**config.mk**
```make
export PLATFORM = sky130hd
export DESIGN_NAME = pattern_tx
export DESIGN_NICKNAME = d
export VERILOG_FILES = /design/src/rtl/pattern_tx_pkg.sv /design/src/rtl/ptx_shreg.sv /design/src/rtl/pattern_tx.sv
export SDC_FILE = /design/constraint.sdc
export NUM_CORES = 1
export LEC_CHECK = 0
export ABC_AREA = 1
export BUFFER_PORTS_ARGS = -buffer_cell sky130_fd_sc_hd__buf_2
export CAP_MARGIN = 20
export CORE_MARGIN = 2
export CORE_UTILIZATION = 30
export CTS_CLUSTER_SIZE = 28
export DETAILED_ROUTE_END_ITERATION = 10
export GPL_ROUTABILITY_DRIVEN = 0
export SYNTH_ARGS = -nofsm -noshare
export SYNTH_HDL_FRONTEND = slang
export SYNTH_SLANG_ARGS = --single-unit
```
**constraint.sdc**
```tcl
create_clock -name clk -period 1.63 [get_ports clk]
set_clock_uncertainty 0.1 [all_clocks]
set_input_delay 0.326 -clock clk [delete_from_list [all_inputs] [get_ports clk]]
set_output_delay 0.326 -clock clk [all_outputs]
set_load 0.05 [all_outputs]
```
**src/rtl/pattern_tx_pkg.sv**
```systemverilog
// Shared definitions for the serial pattern transmitter: state encoding and default sizing.
package pattern_tx_pkg;

    localparam int unsigned DEF_WIDTH = 4;
    localparam int unsigned DEF_CNT_W = 8;
    localparam int unsigned DEF_GAP_W = 4;

    localparam logic [3:0] DEF_PAT = 4'b1101;

    localparam logic [1:0] IDLE  = 2'd0;
    localparam logic [1:0] SHIFT = 2'd1;
    localparam logic [1:0] GAP   = 2'd2;
    localparam logic [1:0] DONE  = 2'd3;

    typedef enum logic [1:0] {
        StIdle  = IDLE,
        StShift = SHIFT,
        StGap   = GAP,
        StDone  = DONE
    } state_e;

endpackage

```
**src/rtl/ptx_shreg.sv**
```systemverilog
// Parallel-load, left-shift register with sync clear; exposes the MSB it will hold after
// the coming edge so the parent can register dout in step with the register contents.
module ptx_shreg #(
    parameter int unsigned WIDTH = 4
) (
    input  logic             clk,
    input  logic             n_rst,
    input  logic             clear,
    input  logic             load,
    input  logic             shift,
    input  logic [WIDTH-1:0] din,
    output logic             msb_nxt
);

    logic [WIDTH-1:0] sh_q;
    logic [WIDTH-1:0] sh_d;

    // Priority: clear over load over shift.
    always_comb begin
        sh_d = sh_q;
        if (clear) begin
            sh_d = '0;
        end else if (load) begin
            sh_d = din;
        end else if (shift) begin
            sh_d = {sh_q[WIDTH-2:0], 1'b0};
        end
    end

    assign msb_nxt = sh_d[WIDTH-1];

    always_ff @(posedge clk) begin
        if (!n_rst) begin
            sh_q <= '0;
        end else begin
            sh_q <= sh_d;
        end
    end

endmodule

```
**src/rtl/pattern_tx.sv**
```systemverilog
// Serial pattern transmitter: shifts a captured pattern out MSB-first, repeated with an
// optional idle gap between repetitions. All outputs are registered.
module pattern_tx
    import pattern_tx_pkg::*;
#(
    parameter int unsigned WIDTH = DEF_WIDTH,
    parameter int unsigned CNT_W = DEF_CNT_W,
    parameter int unsigned GAP_W = DEF_GAP_W
) (
    input  logic             clk,
    input  logic             n_rst,
    input  logic             start,
    input  logic             abort,
    input  logic [WIDTH-1:0] pat,
    input  logic [CNT_W-1:0] reps,
    input  logic [GAP_W-1:0] gap,
    output logic             dout,
    output logic             dvalid,
    output logic             sof,
    output logic             busy,
    output logic             done
);

    localparam int unsigned BW = $clog2(WIDTH);
    localparam logic [BW-1:0] LAST_BIT = BW'(WIDTH - 1);

    state_e           state_q, state_d;
    logic [BW-1:0]    bit_cnt_q, bit_cnt_d;
    logic [CNT_W-1:0] rep_cnt_q, rep_cnt_d;
    logic [GAP_W-1:0] gap_reg_q, gap_reg_d;
    logic [GAP_W-1:0] gap_cnt_q, gap_cnt_d;
    logic [WIDTH-1:0] pat_q, pat_d;

    logic             sh_clear, sh_load, sh_shift;
    logic [WIDTH-1:0] sh_din;
    logic             sh_msb_nxt;

    logic dout_d, dvalid_d, sof_d, busy_d, done_d;

    ptx_shreg #(
        .WIDTH (WIDTH)
    ) u_shreg (
        .clk     (clk),
        .n_rst   (n_rst),
        .clear   (sh_clear),
        .load    (sh_load),
        .shift   (sh_shift),
        .din     (sh_din),
        .msb_nxt (sh_msb_nxt)
    );

    always_comb begin
        state_d   = state_q;
        bit_cnt_d = bit_cnt_q;
        rep_cnt_d = rep_cnt_q;
        gap_reg_d = gap_reg_q;
        gap_cnt_d = gap_cnt_q;
        pat_d     = pat_q;
        sh_clear  = 1'b0;
        sh_load   = 1'b0;
        sh_shift  = 1'b0;
        sh_din    = pat_q;

        unique case (state_q)
            StIdle: begin
                if (start && !abort) begin
                    pat_d     = pat;
                    sh_din    = pat;
                    sh_load   = 1'b1;
                    rep_cnt_d = (reps == '0) ? CNT_W'(1) : reps;
                    gap_reg_d = gap;
                    bit_cnt_d = LAST_BIT;
                    state_d   = StShift;
                end
            end
            StShift: begin
                if (bit_cnt_q != '0) begin
                    sh_shift  = 1'b1;
                    bit_cnt_d = bit_cnt_q - BW'(1);
                end else if (rep_cnt_q <= CNT_W'(1)) begin
                    state_d = StDone;
                end else if (gap_reg_q == '0) begin
                    // Back-to-back frame: reload without leaving SHIFT.
                    sh_load   = 1'b1;
                    bit_cnt_d = LAST_BIT;
                    rep_cnt_d = rep_cnt_q - CNT_W'(1);
                end else begin
                    gap_cnt_d = gap_reg_q;
                    rep_cnt_d = rep_cnt_q - CNT_W'(1);
                    state_d   = StGap;
                end
            end
            StGap: begin
                if (gap_cnt_q <= GAP_W'(1)) begin
                    gap_cnt_d = '0;
                    sh_load   = 1'b1;
                    bit_cnt_d = LAST_BIT;
                    state_d   = StShift;
                end else begin
                    gap_cnt_d = gap_cnt_q - GAP_W'(1);
                end
            end
            StDone: begin
                state_d = StIdle;
            end
            default: begin
                state_d = StIdle;
            end
        endcase

        if (abort && (state_q != StIdle)) begin
            state_d   = StIdle;
            bit_cnt_d = '0;
            rep_cnt_d = '0;
            gap_reg_d = '0;
            gap_cnt_d = '0;
            sh_clear  = 1'b1;
            sh_load   = 1'b0;
            sh_shift  = 1'b0;
        end
    end

    // Outputs are decoded from next state so they line up with the state they describe.
    always_comb begin
        dvalid_d = (state_d == StShift);
        dout_d   = dvalid_d & sh_msb_nxt;
        sof_d    = dvalid_d && (bit_cnt_d == LAST_BIT);
        busy_d   = (state_d != StIdle);
        done_d   = (state_d == StDone);
    end

    always_ff @(posedge clk) begin
        if (!n_rst) begin
            state_q   <= StIdle;
            bit_cnt_q <= '0;
            rep_cnt_q <= '0;
            gap_reg_q <= '0;
            gap_cnt_q <= '0;
            pat_q     <= '0;
            dout      <= 1'b0;
            dvalid    <= 1'b0;
            sof       <= 1'b0;
            busy      <= 1'b0;
            done      <= 1'b0;
        end else begin
            state_q   <= state_d;
            bit_cnt_q <= bit_cnt_d;
            rep_cnt_q <= rep_cnt_d;
            gap_reg_q <= gap_reg_d;
            gap_cnt_q <= gap_cnt_d;
            pat_q     <= pat_d;
            dout      <= dout_d;
            dvalid    <= dvalid_d;
            sof       <= sof_d;
            busy      <= busy_d;
            done      <= done_d;
        end
    end

endmodule

```
# Word level (Yosys, flattened, before mapping)
# Cells that the tools add are included.
# totals
output_inout_bits	5
wordCells	88
inputBits	20
ff_bits	33
# op_classes
eq_ne	10
order_cmp	2
bitwise_logic	2
addsub	3
mux	40
n_reduce_logical	18
# ops
op	count
4-bit 2-to-1 mux	9
8-bit 2-to-1 mux	4
2-bit 2-to-1 mux	12
8-bit one-hot mux with 2 select lines	1
2-bit nonzero test	6
1-bit 2-to-1 mux	10
2-bit equality test, second input constant	4
8-bit by 1-bit <= comparator with 1-bit output, second input constant	1
8-bit zero test	1
2-bit != test, second input constant	4
2-bit one-hot mux with 4 select lines	1
4-bit one-hot mux with 2 select lines	1
4-bit AND reduction	2
8-bit by 1-bit subtractor with 8-bit output, second input constant	1
2-bit one-hot mux with 3 select lines	1
2-bit by 1-bit equality test with 1-bit output, second input constant	2
4-bit by 1-bit <= comparator with 1-bit output, second input constant	1
4-bit zero test	1
2-bit OR reduction	2
4-bit by 1-bit subtractor with 4-bit output, second input constant	1
1-bit logical AND	3
1-bit one-hot mux with 3 select lines	1
2-bit zero test	1
2-bit AND reduction	1
4 further kinds	4

# Logic depth before layout (Yosys ltp)
# Gate-level depths: netlist of run 1.
# logic_depth
depth_word	9
mapped_depth	12
depth_no_buf	12

# Hierarchy
# Synthesis of run 1 repeated with hierarchy kept, for this count alone.
# unflattened
cells_unflattened	282
hier_area_um2	1829.3
# modules_own_cells
module	area_per_inst_um2	seq_area_each_um2	cells_per_inst	n_inst
pattern_tx	1631.6	580.6	250	1
ptx_shreg	197.7	80.1	32	1

# Worst setup path before layout of run 1
# Ideal clock, no wire load.
# synth_timing
path_kind	register to register
from	reg rep_cnt_q[0]
to	reg gap_cnt_q[3]
arrival_ns	1.400
synth_period_minus_slack_ns	1.615
t_required_ns	1.414
setup_slack_ns	0.015
path_stages_with_launch	11
setup_ns	0.116
path_buffers	0
cell_sequence	dfxtp_1 > inv_1 > ha_1 > nor2_1 > nor2_1 > nand2_1 > nand3_2 > o21bai_2 > inv_2 > nor2_1 > nor2_1
# synth_via
elab_chain_len	3
# synth_rtl
element	line	text
start: declaration	pattern_tx.sv:29	logic [CNT_W-1:0] rep_cnt_q, rep_cnt_d;
start signal: assignment	pattern_tx.sv:148	rep_cnt_q <= rep_cnt_d;
8-bit by 1-bit <= comparator with 1-bit output	pattern_tx.sv:80	end else if (rep_cnt_q <= CNT_W'(1)) begin
2-bit != test (no source line)	-	
4-bit AND reduction (no source line)	-	
end signal: assignment	pattern_tx.sv:150	gap_cnt_q <= gap_cnt_d;
end: declaration	pattern_tx.sv:31	logic [GAP_W-1:0] gap_cnt_q, gap_cnt_d;
# No other way between the ends.
# A chain may end at the register's enable or synchronous reset.

# Worst setup path in the final report of run 1
# layout_timing
from	reg rep_cnt_q[0]
to	reg gap_cnt_q[1]
# Same word-level chain as after synthesis.

==> summary.md, run 1 <==
| Metric | Value |
|---|---|
| Max IR drop VDD | roughly 0.51 mV |
| Number of flip-flops and latches in the synthesized netlist | 33 |
| Post-Syn Area | 0.00177 mm^2 |
| Buffers plus inverters on the worst setup path | 2 |
| Nets | approximately 350 |
| Core box area | between 0.005 and 0.006 mm^2 |
| Setup Crit Path Kind | reg -> reg |
| Power density of the placed cells | 1040 mW/mm^2 |
| Register area share after synthesis | 37.4% |
| Total I/O pin count | 25 |
| Final Hold Vio Count | 0 |
| Number of pins exceeding their max-slew limit in the final report | 0 |
| Yosys top cell by area | sky130_fd_sc_hd__dfxtp_1 |
| Cell with the most instances after synthesis | sky130_fd_sc_hd__nand2_1 |
| Setup-failing EPs final | 0 |
| Clk sink count | 33 |
| Post-synth EDFFs | 0 |
| Syn nets | ~290 |
| Fraction of power consumed by the clock network | between 20% and 30% |
| 1st-pass router iterations | 4 |
| Overall die area | between 0.006 and 0.007 mm^2 |
| Detailed-placement wirelength estimate | roughly 3200 um |
| Total internal power | 1.57 mW |
| Pin count of the biggest net entering global routing | 15 |
| Delay contributed by the slowest stage of the critical path | between 300 and 400 ps |
| Family with the most delay on the worst path | simple AND/OR/NAND/NOR gates |
| Max FO, Critical Path | 4 |
| Proportion of netlist area held by the largest area contributor | between 30 and 40% |
| Post-synthesis cell type count | 30 |
| Cell with the largest stage delay on the worst path | sky130_fd_sc_hd__dfxtp_4 |
| Global route overflow | 0 |
| Endpoint type of the worst setup path | register |
| Top cells by instance count after synthesis | sky130_fd_sc_hd__nand2_1 (46), sky130_fd_sc_hd__inv_1 (35), sky130_fd_sc_hd__nor2_1 (35), sky130_fd_sc_hd__dfxtp_1 (33), sky130_fd_sc_hd__a21oi_1 (22) |
| Total number of vias | approximately 1800 |
| Combinational group share of total power | 36.5% |
| Run status | completed |
| Type of the tightest min-delay check | in -> reg |
| Placement Setup Slack | -345 ps |
| Share of layout cells above drive strength 1 | 34.2% |
| Final instance count without filler cells | 394 |
| Number of antenna violations at the first check in global routing | 0 |
| Yosys Warn Count | 0 |
| Worst endpoint data arrival time | about 1700 ps |
| Worst-Margin Slew | about 380 ps |
| Wire length of the first global-routing pass | between 7000 and 8000 um |
| Worst-case setup margin in the final layout | around 54 ps |
| WL/cell | 11.1 um |
| Psw | 0.914 mW |
| Post-route DRC violation count | 0 |
| GRT Overall Usage | about 14% |
| Horiz. Die Dim | 80.8 um |
| Syn Inst Count | between 200 and 300 |
| Post-route minimum period | roughly 1600 ps |
| Average instance area after synthesis | 6.77 um^2 |
| Buffers added on ports | 24 |
| Leakage | between 1 and 1.5 nW |
| Slew Limit Headroom | ~75% |
| Unrepaired setup endpoints after global routing | true |
| CTS tree | yes |
| Tightest hold margin | around 210 ps |
| Cells after DPL | 380 |
| Total wirelength of the detailed-routed design | between 4000 and 5000 um |
| Skew-Pair Late Insertion Delay | around 290 ps |
| Worst-path clk slew | 80 ps |
| Vias in the first global route | between 1500 and 2000 |
| Ys flop type | sky130_fd_sc_hd__dfxtp_1 |
| Ordered cell list for the critical path | inv_4, ha_4, nor2_4, nor2_2, nand2_2, nand3_4, o21bai_4, buf_6, o21ai_2, nor2_1 |
| Sequential power share | around two fifths |
| Required time of the worst setup path | 1750 ps |
| Buffer cell driving the clock tree root | sky130_fd_sc_hd__clkbuf_8 |
| Clock buffer depth | 2 |
| Final core occ | between 40% and 50% |
| Site Rows | 27 |
| Initial core utilization | around a third |
| Achievable frequency | about 0.63 GHz |
| Proportion of total power due to net switching | 36.8% |
| Antenna Cells | 0 |
| Number of max-capacitance violations reported | 0 |
| Post-route antenna net violation count | 0 |
| Element type at the critical path start | register |
| Initial DRC count | a little under 70 |
| Async set-or-reset flop fraction in the synthesized netlist | 0% |
| Ratio of routed vias to standard cells | ~4.6 |
| Part of the cycle the worst path needs | 96.7% |
| CTS Buf Count | 5 |
| Die height | just over 80 um |
| Synth top area cells | sky130_fd_sc_hd__dfxtp_1 (37%), sky130_fd_sc_hd__nand2_1 (9.8%), sky130_fd_sc_hd__inv_1 (7.4%) |
| Growth of design area from synthesis to finish | 35.6% |
| Count of H-tree levels built during CTS | 2 |
==> sequential cells by signal, indices dropped and copies added, names as in the netlist, 2 cells and up <==
name and count:
rep_cnt_q 8, gap_cnt_q 4, gap_reg_q 4, pat_q 4, u_shreg.sh_q 4, bit_cnt_q 2
state_q 2
==> worst min-delay path: cells and delay by family <==
family | cells | cell delay, ps
AO/OA/AOI/OAI | 2 | 170
buffers and inverters | 1 | 70
==> layout make-up <==
class | count | area, um^2
clock buffer | 5 | 68.8
clock inverter | 3 | 17.5
fill | 624 | 3210
inverter | 42 | 166
multi-input combinational | 182 | 1010
sequential | 33 | 668
tap | 72 | 90.1
timing repair buffer | 57 | 375
==> power by group through the flow <==
stage | clock, mW | combinational [mW] | sequential [mW]
floorplan | 0 | 0.489 | 0.997
CTS | 0.652 | 0.849 | 0.943
finish | 0.630 | 0.907 | 0.948
global route | 0.679 | 1.01 | 0.960
global placement | 0 | 0.774 | 0.958
detailed placement | 0 | 0.780 | 0.959
==> through the flow <==
stage / cell area, um^2 / TNS, ps / total power [mW]
6_report: 2400 / 0 / 2.48
5_1_grt: 2400 / -246 / 2.65
4_1_cts: 2310 / -2.44 / 2.44
3_5_place_dp: 2150 / -4770 / 1.74
3_3_place_gp: 2150 / -3320 / 1.73
2_1_floorplan: 1770 / 0 / 1.49
==> routing by layer <==
layer / vias to the layer above / track usage [%] / part of all wire, %
met1: 825 / 17.5 / 47
met3: 6 / 4.00 / 3.0
li1: 959 / - / -
met5: - / 0 / 0
met4: 0 / 5.42 / 1.5
met2: 20 / 23.3 / 49
==> layout by cell type, fill, tap and decap left out, drive strengths merged <==
cell type	n
or2	4
buf	57
mux2i	1
clkinv	4
nand3	24
nand2	51
dfxtp	33
nand4	2
o21ai	26
o22ai	3
clkinvlp	1
a21oi	22
clkbuf	5
o21bai	1
xor2	1
inv	40
nor2	39
nor3	1
ha	4
o211ai	2
a22oi	1
==> path summary, 6_finish.rpt <==
kind                             startpoint                         to  slack [ps]  cells after the start
setup / recovery  rep_cnt_q[0]$_SDFFE_PP0P_  gap_cnt_q[1]$_SDFFE_PP0P_          50                     10
hold / removal                       gap[0]  gap_reg_q[0]$_SDFFE_PP0P_         210                      3
setup reg to reg  rep_cnt_q[0]$_SDFFE_PP0P_  gap_cnt_q[1]$_SDFFE_PP0P_          50                     10
hold reg to reg   rep_cnt_q[4]$_SDFFE_PP0P_  rep_cnt_q[4]$_SDFFE_PP0P_         370                      2
==> cell families (layout without fill, tap and decap cells) <==
family          Yosys count  count (layout)  share of synthesized area (%)
buf+inv                  46             107                           10.6
xor+xnor                  1               1                          0.495
compound gates           55              55                           16.6
fa+ha+maj                 4               4                           2.83
simple gates            121             121                           31.6
flops                    33              33                           37.4
mux                       1               1                          0.566
==> repair_timing <==
item                       CTS  global route
setup endpoints to repair   27            22
pin swaps                    6             6
hold buffers                 0             0
gates resized for setup     11            26
hold endpoints to repair     0             0
buffers inserted             3             3
No activity file was read; power rests on OpenSTA's default activity.
==> inputs of run 2 (changes only) <==
--- a/config.mk
+++ b/config.mk
@@ -13,6 +13,7 @@
 export CTS_CLUSTER_SIZE = 28
 export DETAILED_ROUTE_END_ITERATION = 10
 export GPL_ROUTABILITY_DRIVEN = 0
+export SLEW_MARGIN = 0
 export SYNTH_ARGS = -nofsm -noshare
 export SYNTH_HDL_FRONTEND = slang
 export SYNTH_SLANG_ARGS = --single-unit
==> constraint.sdc (replaced) <==
create_clock -name clk -period 1.3 [get_ports clk]
set_clock_uncertainty 0.1 [all_clocks]
set_input_delay 0.26 -clock clk [delete_from_list [all_inputs] [get_ports clk]]
set_output_delay 0.26 -clock clk [all_outputs]
set_load 0.05 [all_outputs]
==> run 2 against run 1 <==
The flow now finishes with violations (setup timing). Final cell count grew 5.8%. Worst setup slack lost 360 ps. Wire length grew 7.8%. Register-to-register slack lost 360 ps. Largest cell class unchanged. Highest routed layer unchanged.
==> summary.md, run 2 (synthesis results as in run 1) <==
| Metric | Value |
|---|---|
| Max IR drop VDD | approximately 0.69 mV |
| GRT Overall Usage | between 10% and 20% |
| Post-route antenna net violation count | 0 |
| Run status | complete, but fails checks |
| Number of pins exceeding their max-slew limit in the final report | 0 |
| Cell repeated most along the worst path | sky130_fd_sc_hd__nor2_1 |
| Worst-path clk slew | roughly 70 ps |
| Die height | 80.8 um |
| 1st-pass router iterations | 4 |
| Achievable frequency | approximately 0.62 GHz |
| Antenna Cells | 0 |
| Buffers plus inverters on the worst setup path | 2 |
| Total number of vias | about 1900 |
| Largest register by flop count | rep_cnt_q |
| Worst-case setup margin in the final layout | -302 ps |
| Setup-failing EPs final | 25 |
| Overall power after layout | 3.63 mW |
| Pin count of the biggest net entering global routing | 11 |
| Buffers added on ports | 24 |
| Fillcell total | 550 |
| Setup Crit Path Kind | reg -> reg |
| Final Hold Vio Count | 0 |
| Element type at the critical path start | register |
| Ordered cell list for the critical path | inv_4, ha_4, nor2_4, nor2_2, nand2_2, nand3_4, o21bai_4, inv_2, nor2_1, nor2_1 |
| Power density of the placed cells | approximately 1300 mW/mm^2 |
| Slew Limit Headroom | ~79% |
| Detailed-placement wirelength estimate | 3330 um |
| Post-cts hold buffer count | 0 |
| CTS tree | yes |
| Total I/O pin count | 25 |
| Clk sink count | 33 |
| Wire length of the first global-routing pass | slightly below 8000 um |
| Core box area | between 0.005 and 0.006 mm^2 |
| Tightest hold margin | approximately 120 ps |
| WL/cell | ~11 um |
| Buffer cell driving the clock tree root | sky130_fd_sc_hd__clkbuf_8 |
| Global route overflow | 0 |
| Initial core utilization | between 30% and 40% |
| Worst endpoint data arrival time | 1680 ps |
| Number of max-capacitance violations reported | 0 |
| Leading cell types in the layout, fill and taps excluded | sky130_fd_sc_hd__buf_4 (52), sky130_fd_sc_hd__nand2_1 (34), sky130_fd_sc_hd__inv_1 (28) |
| Cell with the largest stage delay on the worst path | sky130_fd_sc_hd__dfxtp_4 |
| Share of layout cells above drive strength 1 | between 40% and 50% |
| Initial DRC count | between 80 and 90 |
| Overall die area | between 0.006 and 0.007 mm^2 |
| Ratio of routed vias to standard cells | 4.54 |
| Nets | 368 |
| Type of the tightest min-delay check | in -> reg |
| Max FFs per register | 8 |
| Horiz. Die Dim | about 81 um |
| Worst-Margin Slew | approximately 320 ps |
| CTS Buf Count | 5 |
| Count of H-tree levels built during CTS | 2 |
| Delay contributed by the slowest stage of the critical path | approximately 380 ps |
| Number of antenna violations at the first check in global routing | 0 |
| Required time of the worst setup path | 1380 ps |
| Clock buffer depth | 2 |
| Max FO, Critical Path | 5 |
| Violated checks | setup timing |
| Family with the most delay on the worst path | simple AND/OR/NAND/NOR gates |
| Total wirelength of the detailed-routed design | around 4700 um |
| Vias in the first global route | between 1500 and 2000 |
| Unrepaired setup endpoints after global routing | true |
| Part of the cycle the worst path needs | 123% |
| Final-layout setup total negative slack | -5330 ps |
| Post-route minimum period | 1600 ps |
| Most common cell after layout, fill and taps aside | sky130_fd_sc_hd__buf_4 |
| Endpoint type of the worst setup path | register |
| Skew-Pair Late Insertion Delay | roughly 290 ps |
| Post-route DRC violation count | 0 |
| Site Rows | 27 |
| Growth of design area from synthesis to finish | 58.3% |
| Leakage | about 1.3 nW |
-- run 2: cell count changes in the layout (fill, tap and decap cells not counted), sizes merged --
cell	before	now
buf	57	79
bufinv	0	1
clkbuf	5	7
clkinv	4	2
clkinvlp	1	0
nand2	51	52
-- run 2: per-layer routing --
layer | wire length, um | vias to the layer above | global-route usage [%]
met2 | 2280 | 33 | 26.0
met5 | 0 | - | 0
met4 | 70 | 0 | 3.73
met3 | 189 | 10 | 4.00
met1 | 2200 | 844 | 19.4
li1 | - | 1006 | -
-- run 2: power breakdown --
group / leakage [nW] / total [mW] / internal, mW / switching, mW
registers: 0.274 / 1.20 / 1.13 / 0.0698
clock network: 0.0585 / 1.00 / 0.625 / 0.377
logic: 0.972 / 1.43 / 0.636 / 0.792
-- run 2: final cells by class --
class / count / area (um^2) / share of cell area, %
clock buffers: 7 / 86.3 / 3.08
clock inverters: 1 / 30.0 / 1.07
inverters: 42 / 174 / 6.21
multi-input cells: 183 / 1200 / 42.8
flip-flops and latches: 33 / 676 / 24.1
well taps: 72 / 90.1 / 3.22
repair buffers: 79 / 544 / 19.4
-- run 2: final timing paths --
check / start / depth (start not counted) / endpoint / slack [ps]
min: gap[1] / 3 / gap_reg_q[1]$_SDFFE_PP0P_ / 120
max: rep_cnt_q[0]$_SDFFE_PP0P_ / 10 / gap_cnt_q[2]$_SDFFE_PP0P_ / -300
max reg2reg: rep_cnt_q[0]$_SDFFE_PP0P_ / 10 / gap_cnt_q[2]$_SDFFE_PP0P_ / -300
min reg2reg: rep_cnt_q[4]$_SDFFE_PP0P_ / 2 / rep_cnt_q[4]$_SDFFE_PP0P_ / 360
-- run 2: timing repair --
item	CTS	global route
pin swaps	17	18
setup buffers	9	2
endpoints found under the hold margin	0	0
cloned	1	0
gates resized for setup	33	50
endpoints found under the setup margin	31	31
-- run 2: stage by stage --
step,setup WS (ps),util [%],area [um^2],std cells
floorplan,-202,-,1810,261
global placement,-326,41.6,2330,399
detailed placement,-397,41.6,2330,399
CTS,-262,47.2,2650,417
global route,-406,49.9,2800,417
finish,-302,49.9,2800,417
-- run 2: worst min-delay path, delay by kind of cell --
kind | cells | cell delay (ps)
compound gates | 2 | 130
buf+inv | 1 | 80
==> inputs of run 3 (changes only) <==
--- a/config.mk
+++ b/config.mk
@@ -9,7 +9,7 @@
 export BUFFER_PORTS_ARGS = -buffer_cell sky130_fd_sc_hd__buf_2
 export CAP_MARGIN = 20
 export CORE_MARGIN = 2
-export CORE_UTILIZATION = 30
+export CORE_UTILIZATION = 25
 export CTS_CLUSTER_SIZE = 28
 export DETAILED_ROUTE_END_ITERATION = 10
 export GPL_ROUTABILITY_DRIVEN = 0
@@ -17,3 +17,4 @@
 export SYNTH_ARGS = -nofsm -noshare
 export SYNTH_HDL_FRONTEND = slang
 export SYNTH_SLANG_ARGS = --single-unit
+export TNS_END_PERCENT = 5
==> run 3 against run 2 <==
The run still ends with setup timing left. First-iteration DRC count increased by 3.7%. Worst setup slack got worse by 4.6 ps. Final cell count grew 6.0%. Power is 3.4% lower. Via count grew 0.85%. Utilization decreased by 11 points. Clock power barely moved.
==> summary.md, run 3 (synthesis results as in run 1) <==
| Metric | Value |
|---|---|
| Global route overflow | 0 |
| Horiz. Die Dim | 88.1 um |
| Slew Limit Headroom | between 80% and 90% |
| Leading cell types in the layout, fill and taps excluded | sky130_fd_sc_hd__buf_4 (55), sky130_fd_sc_hd__nand2_1 (40), sky130_fd_sc_hd__inv_1 (32), sky130_fd_sc_hd__nor2_1 (32), sky130_fd_sc_hd__dfxtp_1 (27) |
| Worst flop-to-flop path startpoint | rep_cnt_q[0]$_SDFFE_PP0P_ |
| Achievable frequency | a little over 0.6 GHz |
| Count of buffers added by post-CTS timing repair for setup | 0 |
| Cell with the largest stage delay on the worst path | sky130_fd_sc_hd__dfxtp_2 |
| Number of pins exceeding their max-slew limit in the final report | 0 |
| Post-route DRC violation count | 0 |
| Overall power after layout | approximately 3.5 mW |
| Total I/O pin count | 25 |
| Total number of vias | approximately 1900 |
| Required time of the worst setup path | 1430 ps |
| Run status | complete, but fails checks |
| Ratio of routed vias to standard cells | between 4 and 5 |
| Buffers added on ports | 24 |
| Max IR drop VDD | roughly 0.38 mV |
| Buffer cell driving the clock tree root | sky130_fd_sc_hd__clkbuf_8 |
| CTS Buf Count | 5 |
| Setup Crit Path Kind | reg -> reg |
| Worst-Margin Slew | ~260 ps |
| 1st-pass router iterations | 4 |
| Post-route antenna net violation count | 0 |
| Wire length of the first global-routing pass | ~7800 um |
| Worst endpoint data arrival time | 1730 ps |
| Growth of design area from synthesis to finish | 50.1% |
| Setup-failing EPs final | 27 |
| Die height | approximately 88 um |
| Worst-case setup margin in the final layout | -306 ps |
| Detailed-placement wirelength estimate | between 3000 and 4000 um |
| Overall die area | 0.00776 mm^2 |
| Worst-path clk slew | approximately 70 ps |
| Number of antenna violations at the first check in global routing | 0 |
| Delay contributed by the slowest stage of the critical path | 350 ps |
| Final Hold Vio Count | 0 |
| Post-cts hold buffer count | 0 |
| Part of the cycle the worst path needs | 124% |
| Number of max-capacitance violations reported | 0 |
| Clock buffer depth | 2 |
| FF-to-FF End | dout$_SDFF_PN0_ |
| Most common cell after layout, fill and taps aside | sky130_fd_sc_hd__buf_4 |
| Worst hold endpoint | gap_reg_q[1]$_SDFFE_PP0P_ |
| Violated checks | setup timing |
| Leakage | between 1 and 1.5 nW |
| Reg-to-reg slack, setup | -310 ps |
| Max FFs per register | 8 |
| Initial core utilization | roughly a quarter |
| Vias in the first global route | approximately 1800 |
| Post-route minimum period | about 1600 ps |
| Initial DRC count | 85 |
| Final-layout setup total negative slack | -5810 ps |
| Share of layout cells above drive strength 1 | around two fifths |
| Fillcell total | around 720 |
| Type of the tightest min-delay check | in -> reg |
| WL/cell | 10.4 um |
| Min-Delay Startpoint | gap[1] |
| Unrepaired setup endpoints after global routing | true |
| Number of cells on the worst reg-to-reg path | 12 |
| Nets | 369 |
| Clk sink count | 33 |
| Endpoint type of the worst setup path | register |
| Max FO, Critical Path | 8 |
| Total wirelength of the detailed-routed design | between 4000 and 5000 um |
| Pin count of the biggest net entering global routing | 15 |
| Power density of the placed cells | roughly 1300 mW/mm^2 |
| Count of H-tree levels built during CTS | 2 |
| Depth of the worst hold-timing path | 3 |
| Core box area | around 0.0068 mm^2 |
| Skew-Pair Late Insertion Delay | slightly below 300 ps |
| Largest register by flop count | rep_cnt_q |
| Site Rows | 30 |
| Ordered cell list for the critical path | inv_2, ha_4, nor2_2, nor2_1, nand2_1, buf_6, nand3_4, nand2_4, nand2_8, nand3_1, nand2_1, nor2_1 |
| Element type at the critical path start | register |
| GRT Overall Usage | between 10 and 15% |
| Antenna Cells | 0 |
| CTS tree | yes |
-- run 3: worst max-delay path: cells and delay by family (launching register included) --
kind / cells / cell delay [ps]
simple gates: 9 / 760
flops: 1 / 350
buf+inv: 2 / 180
fa+ha+maj: 1 / 160
-- run 3: where the power goes --
| part | total (mW) | internal (mW) | switching, mW |
|---|---|---|---|
| registers | 1.19 | 1.13 | 0.0596 |
| clock network | 1.03 | 0.625 | 0.405 |
| logic | 1.29 | 0.591 | 0.697 |
| total | 3.50 | 2.34 | 1.16 |
-- run 3: metrics by stage --
stage / util, % / setup WS, ps / area, um^2 / instances / hold slack (ps)
after floorplan: - / -202 / 1790 / 261 / 277
after global placement: 35.5 / -304 / 2430 / 434 / 360
after detailed placement: 35.5 / -315 / 2430 / 434 / 372
after CTS: 37.9 / -284 / 2590 / 442 / 129
after global routing: 38.8 / -435 / 2650 / 442 / 158
final: 38.8 / -306 / 2650 / 442 / 134
-- run 3: worst max path at each step --
stage / from / end / slack, ps / cells past startpoint
2_1_floorplan: rep_cnt_q[0]$_SDFFE_PP0P_ / gap_cnt_q[3]$_SDFFE_PP0P_ / -200 / 10
3_3_place_gp: rep_cnt_q[1]$_SDFFE_PP0P_ / rep_cnt_q[1]$_SDFFE_PP0P_ / -300 / 10
3_5_place_dp: rep_cnt_q[1]$_SDFFE_PP0P_ / rep_cnt_q[1]$_SDFFE_PP0P_ / -320 / 10
4_1_cts: rep_cnt_q[1]$_SDFFE_PP0P_ / dout$_SDFF_PN0_ / -280 / 12
5_1_grt: gap_cnt_q[0]$_SDFFE_PP0P_ / gap_cnt_q[3]$_SDFFE_PP0P_ / -430 / 11
6_report: rep_cnt_q[0]$_SDFFE_PP0P_ / dout$_SDFF_PN0_ / -310 / 12
-- run 3: area by class of cell --
cell class | instances | area [um^2] | area share [%]
Inverter | 42 | 161 | 6.08
Timing Repair Buffer | 81 | 556 | 20.9
Sequential cell | 33 | 671 | 25.3
Clock inverter | 1 | 30.0 | 1.13
Clock buffer | 7 | 86.3 | 3.25
Multi-Input combinational cell | 182 | 1030 | 38.8
Tap cell | 96 | 120 | 4.53
-- run 3: metal layers --
layer	routed length, um	track usage [%]	share of wire (%)
met5	0	0	0
met4	93	5.79	2.0
met3	148	3.30	3.2
met2	2250	21.1	49
met1	2100	15.3	46
-- run 3: what timing repair did --
item                                    4_1_cts  5_1_grt
pin swaps                                     3        5
gates cloned                                  0        0
endpoints found under the setup margin       32       32
resized for setup                            18       19
